--- config.mk ---
export PLATFORM = sky130hd
export DESIGN_NAME = biquad_coeff_loader
export DESIGN_NICKNAME = d
export VERILOG_FILES = /design/src/rtl/biquad_coeff_loader.sv
export SDC_FILE = /design/constraint.sdc
export NUM_CORES = 1
export LEC_CHECK = 0
export ABC_AREA = 0
export CAP_MARGIN = 20
export CORE_ASPECT_RATIO = 1.75
export CORE_UTILIZATION = 25
export CTS_BUF_LIST = sky130_fd_sc_hd__clkbuf_16
export DETAILED_ROUTE_END_ITERATION = 10
export MAX_ROUTING_LAYER = met4
export SLEW_MARGIN = 20
export SYNTH_ARGS = -nofsm -noshare
export SYNTH_HDL_FRONTEND = slang
export SYNTH_SLANG_ARGS = --single-unit
--- constraint.sdc ---
create_clock -name clk -period 10.57 [get_ports clk]
set_input_delay 2.114 -clock clk [delete_from_list [all_inputs] [get_ports clk]]
set_output_delay 2.114 -clock clk [all_outputs]
set_load 0.05 [all_outputs]
--- src/rtl/biquad_coeff_loader.sv ---
// Coefficient loader for the incremental biquad chain: host-writable staging file
// streamed farthest-DSP-first onto the serial coeff bus, followed by one B2 update strobe.
module biquad_coeff_loader #(
  parameter int unsigned NSAMP      = 8,
  parameter int unsigned NCOEFF     = 2 * (NSAMP - 2),
  parameter int unsigned ADDRBITS   = $clog2(NCOEFF),
  parameter int unsigned UPDATE_GAP = 2
) (
  input  logic                clk,
  input  logic                rst,
  input  logic [ADDRBITS-1:0] cfg_addr_i,
  input  logic [17:0]         cfg_dat_i,
  input  logic                cfg_wr_i,
  output logic [17:0]         cfg_dat_o,
  input  logic                go_i,
  output logic                busy_o,
  output logic                done_o,
  output logic                err_o,
  output logic [17:0]         coeff_dat_o,
  output logic                coeff_wr_o,
  output logic                coeff_update_o
);

  localparam int unsigned DW = 18;
  localparam int unsigned GW = 3;
  localparam logic [ADDRBITS:0] NC_L = (ADDRBITS + 1)'(NCOEFF);

  typedef enum logic [2:0] {IDLE, SHIFT, GAP, UPDATE, DONE} state_t;

  state_t              state;
  logic [DW-1:0]       staging [NCOEFF];
  logic [ADDRBITS-1:0] idx;
  logic [GW-1:0]       gap_cnt;

  logic addr_ok_c;
  logic wr_ok_c;
  logic go_ok_c;
  logic err_evt_c;

  // Staging writes are only legal while idle, so the file is stable for a whole load.
  assign addr_ok_c = {1'b0, cfg_addr_i} < NC_L;
  assign wr_ok_c   = cfg_wr_i && (state == IDLE) && addr_ok_c;
  assign go_ok_c   = go_i && (state == IDLE);
  assign err_evt_c = (cfg_wr_i && !wr_ok_c) || (go_i && (state != IDLE));

  always_ff @(posedge clk or posedge rst) begin
    if (rst) begin
      for (int i = 0; i < int'(NCOEFF); i++) staging[i] <= '0;
    end else if (wr_ok_c) begin
      staging[cfg_addr_i] <= cfg_dat_i;
    end
  end

  always_ff @(posedge clk or posedge rst) begin
    if (rst) cfg_dat_o <= '0;
    else     cfg_dat_o <= addr_ok_c ? staging[cfg_addr_i] : '0;
  end

  // Load sequencer; data is registered from the index of the previous strobe clock,
  // so coeff_dat_o trails coeff_wr_o by exactly one clock.
  always_ff @(posedge clk or posedge rst) begin
    if (rst) begin
      state          <= IDLE;
      idx            <= '0;
      gap_cnt        <= '0;
      busy_o         <= 1'b0;
      done_o         <= 1'b0;
      err_o          <= 1'b0;
      coeff_dat_o    <= '0;
      coeff_wr_o     <= 1'b0;
      coeff_update_o <= 1'b0;
    end else begin
      err_o          <= err_evt_c || (err_o && !go_ok_c);
      coeff_dat_o    <= coeff_wr_o ? staging[idx] : '0;
      coeff_wr_o     <= 1'b0;
      coeff_update_o <= 1'b0;
      done_o         <= 1'b0;
      busy_o         <= 1'b0;
      case (state)
        IDLE: begin
          if (go_ok_c) begin
            state      <= SHIFT;
            idx        <= ADDRBITS'(NCOEFF - 1);
            coeff_wr_o <= 1'b1;
            busy_o     <= 1'b1;
          end
        end
        SHIFT: begin
          busy_o <= 1'b1;
          if (idx == '0) begin
            state   <= GAP;
            gap_cnt <= GW'(UPDATE_GAP - 2);
          end else begin
            idx        <= idx - 1'b1;
            coeff_wr_o <= 1'b1;
          end
        end
        GAP: begin
          busy_o <= 1'b1;
          if (gap_cnt == '0) begin
            state          <= UPDATE;
            coeff_update_o <= 1'b1;
          end else begin
            gap_cnt <= gap_cnt - 1'b1;
          end
        end
        UPDATE: begin
          state  <= DONE;
          done_o <= 1'b1;
        end
        DONE:    state <= IDLE;
        default: state <= IDLE;
      endcase
    end
  end

endmodule

==> results.sh <==
export IMPL_globalplace_congestion=0.763
export IMPL_fmax_mhz=226
export IMPL_area_growth_pct=16.3
export IMPL_cp_required_ns=10.99
export IMPL_cts_buffers=27
export IMPL_hold_ws_ns=0.524
export IMPL_yosysTopAreaCellShare_pct=51.0
export IMPL_multi_input_area_mm2=0.00607
export IMPL_grt_pass1_vias=8868
export IMPL_first_pass_iters=5
export IMPL_drv_slew=0
export IMPL_critical_path_max_stage_delay_ns=0.89
export IMPL_rsz0062_at_grt="no"
export IMPL_post_route_drc_count=0
export IMPL_core_rowCount=110
export IMPL_hold_buffers=0
export IMPL_synth_compound_area_share_pct=3.75
export IMPL_htreeDepth=1
export IMPL_die_h_um=305
export IMPL_syn_num_nets=919
export IMPL_seq_area_frac_synth_pct=51.0
export IMPL_post_cts_setup_buffer_count=0
export IMPL_fillers=5118
export IMPL_skew_ns=0.0154
export IMPL_fin_util_pct=29.5
export IMPL_tritoncts="yes"
export IMPL_synthFlopType="dfrtp_1"
export IMPL_crit_chain="clkdlybuf4s50_1, nor2b_2, buf_4, nand4_2, mux2_2"
export IMPL_setup_viol_count_final=0
export IMPL_yosysTopAreaCell="dfrtp_1"
export IMPL_hold_viol_final=0
export IMPL_io_pins=67
export IMPL_yosys_warnings=0
export IMPL_ant_nets=0
export IMPL_pre_cts_ws_ns=5.58
export IMPL_cpLargestDelayFamily="simple AND/OR/NAND/NOR gates"
export IMPL_powerDensity_mw_per_mm2=273
export IMPL_hpwl_mm=20.9
export IMPL_grt_use_total_pct=14.1
export IMPL_p_total_mw=4.16
export IMPL_synthAdderAreaFrac_pct=0.287
export IMPL_final_nets=954
export IMPL_synth_seq_cells=267
export IMPL_synth_common_cells="267 x dfrtp_1, 252 x mux2_2, 90 x mux4_2"
export IMPL_antenna_found_initial=3
export IMPL_vias=8011
export IMPL_finalInstanceArea_mm2=0.0152
export IMPL_status="finished clean"
export IMPL_synth_top_family_by_area="multiplexers"
export IMPL_cts_sinks=267
export IMPL_coreArea_mm2=0.0516
export IMPL_leakage_nw=6.67
export IMPL_tns_ns=0
export IMPL_synth_cell_types=45
export IMPL_cp_end_kind="register"
export IMPL_criticalPathCategory="input pin to register"
export IMPL_synth_area_leaders="dfrtp_1 51%, mux2_2 22%, mux4_2 15%"
export IMPL_cts_buffer_depth=3
export IMPL_portBuffers=66
export IMPL_synth_simple_area_share_pct=4.82
export IMPL_cp_buffers_inverters=2
export IMPL_dieArea_mm2=0.0534
export IMPL_finalCritPeriodShare_pct=41.9
export IMPL_start_kind="input pin"
export IMPL_synth_edf_count=0
export IMPL_fin_crit_ns=4.43
export IMPL_worstPathArrival_ns=4.85
export IMPL_drtIter0Drc=419
export IMPL_syn_inst=890
export IMPL_post_route_cells_drive_above_1_share_pct=44.3
export IMPL_fin_ws_ns=6.14
export IMPL_fin_cells=1620
export IMPL_async_flop_share_pct=100
export IMPL_grt_max_degree=168
export IMPL_initial_utilization_pct=25.4
export IMPL_slowest_stage="nand4_2"
export IMPL_dpl_cell_area_mm2=0.0144
export IMPL_regArea_mm2=0.00669
export IMPL_grt_pass1_wl_mm=55.5
export IMPL_mappedNetlistArea_mm2=0.0131
export IMPL_synth_xor_area_share_pct=0.134
export IMPL_wl_per_cell_um=22.2
export IMPL_fp_dieW_um=175
export IMPL_root_buffer="clkbuf_16"
export IMPL_synth_most_common_cell="dfrtp_1"
export IMPL_clk_latency_ns=0.55
export IMPL_cp_max_fo=22
export IMPL_synthMuxAreaShare_pct=37.2
export IMPL_finalWirelength_mm=35.9
export IMPL_vias_per_cell=4.95
export IMPL_hold_class="register to register"
export IMPL_vdd_drop_max_mv=0.117
export IMPL_dp_cells=1568
export IMPL_maxCapViolations=0
export IMPL_path_clk_slew_ns=0.06
export IMPL_maxSlewHeadroom_pct=25.1
export IMPL_worstMarginPinSlew_ns=1.12
export IMPL_ctsResizeCount=0
export IMPL_grt_overflow_total=0
export IMPL_syn_area_per_cell_um2=14.7
## metal layers
metal / GRT usage [%] / part of all wire (%) / up-vias
li1: - / - / 3420
met1: 16.1 / 39 / 4289
met2: 24.1 / 52 / 213
met3: 2.30 / 5.3 / 89
met4: 6.49 / 4.4 / 0
met5: - / 0 / -
## worst register-to-register path, delay by kind of cell (launching register included)
kind	cells	cell delay (ns)
mux	1	0.61
flops	1	0.52
simple gates	2	1.54
## layout make-up
cell class | count | share of cell area, %
antenna | 3 | 0.0493
sequential | 267 | 43.9
clock inverter | 22 | 1.02
timing repair buffer | 79 | 5.01
clock buffer | 27 | 4.44
multi-input combinational | 543 | 39.9
inverter | 7 | 0.222
tap | 672 | 5.52
## cells by family (layout without fill, tap and decap cells)
group,Yosys count,in the layout
multiplexers,343,343
AO/OA/AOI/OAI,70,70
other,0,3
AND/OR/NAND/NOR,125,125
buffers and inverters,80,135
XOR/XNOR,2,2
flip-flops,267,267
adder cells (fa/ha/maj),3,3
## final timing paths
check,end,start,cells past startpoint,slack [ns]
max in group asynchronous,staging[174],rst,3,7.02
min in group asynchronous,coeff_dat_o[11],rst,2,2.07
worst min-delay path,staging[46],staging[46],1,0.52
worst max-delay path,staging[26],cfg_addr_i[3],5,6.14
worst max register to register,staging[26],state[1],3,7.78
worst min register to register,staging[46],staging[46],1,0.52
## sequential cells by signal (all words and copies together) (netlist names), 3 cells and up
register,flops
cfg_dat_o,18
coeff_dat_o,18
gap_cnt,3
idx,4
staging,216
state,3
## power by group
part | internal (mW) | leakage [nW] | switching (mW) | total [mW]
Combinational | 0.805 | 2.72 | 0.716 | 1.52
Clock | 0.512 | 0.432 | 0.413 | 0.925
Sequential | 1.41 | 3.51 | 0.298 | 1.71
## layout by cell type, fill, tap and decap left out, types with 2 or more instances in the layout
| cell type | count |
|---|---|
| dfrtp_1 | 266 |
| mux2_2 | 252 |
| mux4_2 | 90 |
| clkdlybuf4s50_1 | 64 |
| nand2_1 | 58 |
| clkbuf_16 | 27 |
| nor2_1 | 23 |
| o31ai_1 | 19 |
| a22oi_1 | 18 |
| o22ai_1 | 18 |
| inv_1 | 13 |
| buf_4 | 13 |
| nand2_2 | 7 |
| a21oi_1 | 7 |
| clkinv_2 | 6 |
| nor2b_1 | 5 |
| and3_1 | 4 |
| clkinv_1 | 4 |
| diode_2 | 3 |
| nor2b_2 | 3 |
| nand4_2 | 3 |
| nor3b_1 | 3 |
| nand3_1 | 3 |
| ha_1 | 3 |
| nor2_2 | 2 |
| nand2b_1 | 2 |
| a211oi_1 | 2 |
| xor2_1 | 2 |
| bufinv_16 | 2 |
| clkinvlp_4 | 2 |
No activity file was read; power rests on OpenSTA's default activity.
==> patch, RTL diff (config.mk and constraints unchanged) <==
Encoding of `state_t`: now one-hot (5 bits for 5 states).
--- a/src/rtl/biquad_coeff_loader.sv
+++ b/src/rtl/biquad_coeff_loader.sv
@@ -27,3 +27,3 @@
 
-  typedef enum logic [2:0] {IDLE, SHIFT, GAP, UPDATE, DONE} state_t;
+  typedef enum logic [4:0] {IDLE = 5'b00001, SHIFT = 5'b00010, GAP = 5'b00100, UPDATE = 5'b01000, DONE = 5'b10000} state_t;
 
Check against the original RTL: no difference found for any inputs over 4 cycles, from zero or initial values and one cycle with rst high; so few cycles prove little.
==> patch against the original RTL <==
Sequential cell count up 2; wire length down 2.3%; total power down 10%; critical path depth up 1; design area up 1.3%; first-iteration DRC count up 6.4%; sequential power down 7%; setup slack worse by 0.42 ns; synthesized area up 1.3%; critical endpoint is now staging[134].
==> patch: results <==
set metrics [dict create \
    ir_drop_mv 0.117 \
    n_antenna_cell 2 \
    cts.root.buffer_cell "sky130_fd_sc_hd__clkbuf_16" \
    grt_max_degree 134 \
    tot_gr_track_use_pct 13.8 \
    synth_async_sr_flop_share_pct 100 \
    die_w_um 176 \
    clkCellAreaFrac_pct 5.40 \
    drt_first_pass_iters 4 \
    synth.yosys.seq_area_share_pct 50.7 \
    fill_cells 5184 \
    antenna_left 0 \
    drt-vias-per-instance 4.87 \
    multi_input_area_share_pct 39.9 \
    multi_input_gates 535 \
    seq_area_share_pct 43.6 \
    drt_first_iter_violations 446 \
    inv_count 14 \
    postCtsSetupBuffers 0 \
    tightest_pin_transition_ns 1.21 \
    layout.clock_buffers 27 \
    post_cts_resized 0 \
    final-nonclk-buf-share_pct 5.16 \
    io_buffers 66 \
    routed_wl_um 35100 \
    synth.distinct_cells 43 \
    static-leakage-power_nw 6.75 \
    hold_path_depth 1 \
    synthTopCellsByCount "268 x sky130_fd_sc_hd__dfrtp_1, 222 x sky130_fd_sc_hd__mux2_2, 90 x sky130_fd_sc_hd__mux4_2" \
    final_net_count 957 \
    grt_first_pass_wirelength_um 54800 \
    slowest_stage_delay_cp_ns 0.69 \
    drive_gt1_share_pct 44.3 \
    leading_register_cell_type_out_of_synthesis "sky130_fd_sc_hd__dfrtp_1" \
    timing.critical_path.slowest_stage_cell "sky130_fd_sc_hd__nor2b_4" \
    status "completed" \
    ys_ff_latch 269 \
    cts.clk_slew.worst_paths_ns 0.06 \
    place_area_mm2 0.0146 \
    layout_top_registers "staging: 216 flops, cfg_dat_o: 18 flops, coeff_dat_o: 18 flops" \
    gp_congestion 0.776 \
    cts_made_buffers 26 \
    cp_data_arrival_time_ns 5.27 \
    r2r_cells 5 \
    number_of_antenna_violations_at_the_first_check_in_global_routing 2 \
    syn-num-nets 921 \
    post-dp-hpwl_um 21900 \
    worstPathMaxFanout 19 \
    num-nonclk-buffers 82 \
    final.setup_skew_ns 0.0106 \
    r2r_end "staging[134]" \
    timing.rr.start "state[0]" \
    number_of_global_route_vias_before_repair 8703 \
    clock_latency_at_the_later_pin_of_the_worst_skew_pair_ns 0.54 \
    main_area_contributors_after_synthesis "sky130_fd_sc_hd__dfrtp_1 51%, sky130_fd_sc_hd__mux2_2 19%, sky130_fd_sc_hd__mux4_2 15%, sky130_fd_sc_hd__mux2_4 3.4%, sky130_fd_sc_hd__nand2_1 1.6%" \
    timing.critical_path.from "cfg_addr_i[2]" \
    hold_class "flip-flop to flip-flop" \
    worst-r2r-setup-slack_ns 7.82 \
    crit_type "input pin to flip-flop" \
]
==> patch: cell types whose count changed after synthesis, sizes merged, moves of 3 or more <==
cell / unedited run / this run
nand2: 65 / 57
nor2b: 8 / 3
and3: 4 / 1
inv: 7 / 14
or4: 0 / 3
==> patch: kinds of logic after synthesis <==
group | share of synthesized area (%)
muxes | 37.7
DFF | 50.7
AOI/OAI and AO/OA | 3.57
buffers and inverters | 3.20
and+or+nand+nor | 4.54
adders and majority gates | 0.283
==> patch: how the worst min path moves through the flow <==
| stage | startpoint | end | slack [ns] |
|---|---|---|---|
| after floorplan | gap_cnt[0] | gap_cnt[0] | 0.45 |
| after global placement | gap_cnt[0] | gap_cnt[0] | 0.46 |
| after detailed placement | gap_cnt[0] | gap_cnt[0] | 0.48 |
| after CTS | gap_cnt[0] | gap_cnt[0] | 0.49 |
| after global routing | gap_cnt[0] | gap_cnt[0] | 0.50 |
| final | gap_cnt[0] | gap_cnt[0] | 0.49 |
==> patch: layer usage <==
layer / vias up / track usage (%) / part of all wire [%]
met4: 0 / 5.95 / 4.2
met1: 4237 / 16.1 / 40
met2: 191 / 23.3 / 52
met5: - / - / 0
li1: 3414 / - / -
met3: 85 / 2.13 / 4.5
==> patch: stage by stage <==
step	utilization (%)	hold slack, ns	setup slack (ns)	instances
floorplan	-	0.451	1.05	892
global placement	27.8	0.459	4.83	1577
detailed placement	27.8	0.479	5.17	1577
CTS	29.4	0.488	5.75	1625
global route	29.5	0.499	5.60	1628
finish	29.5	0.488	5.72	1628
==> patch: worst max-delay path: cells and delay by family <==
kind	cells	cell delay [ns]
buffers and inverters	2	0.97
multiplexers	1	0.35
AND/OR/NAND/NOR	3	1.81
==> patch: power breakdown <==
group | internal (mW) | switching (mW)
combinational | 0.665 | 0.559
clock | 0.513 | 0.412
sequential | 1.36 | 0.237
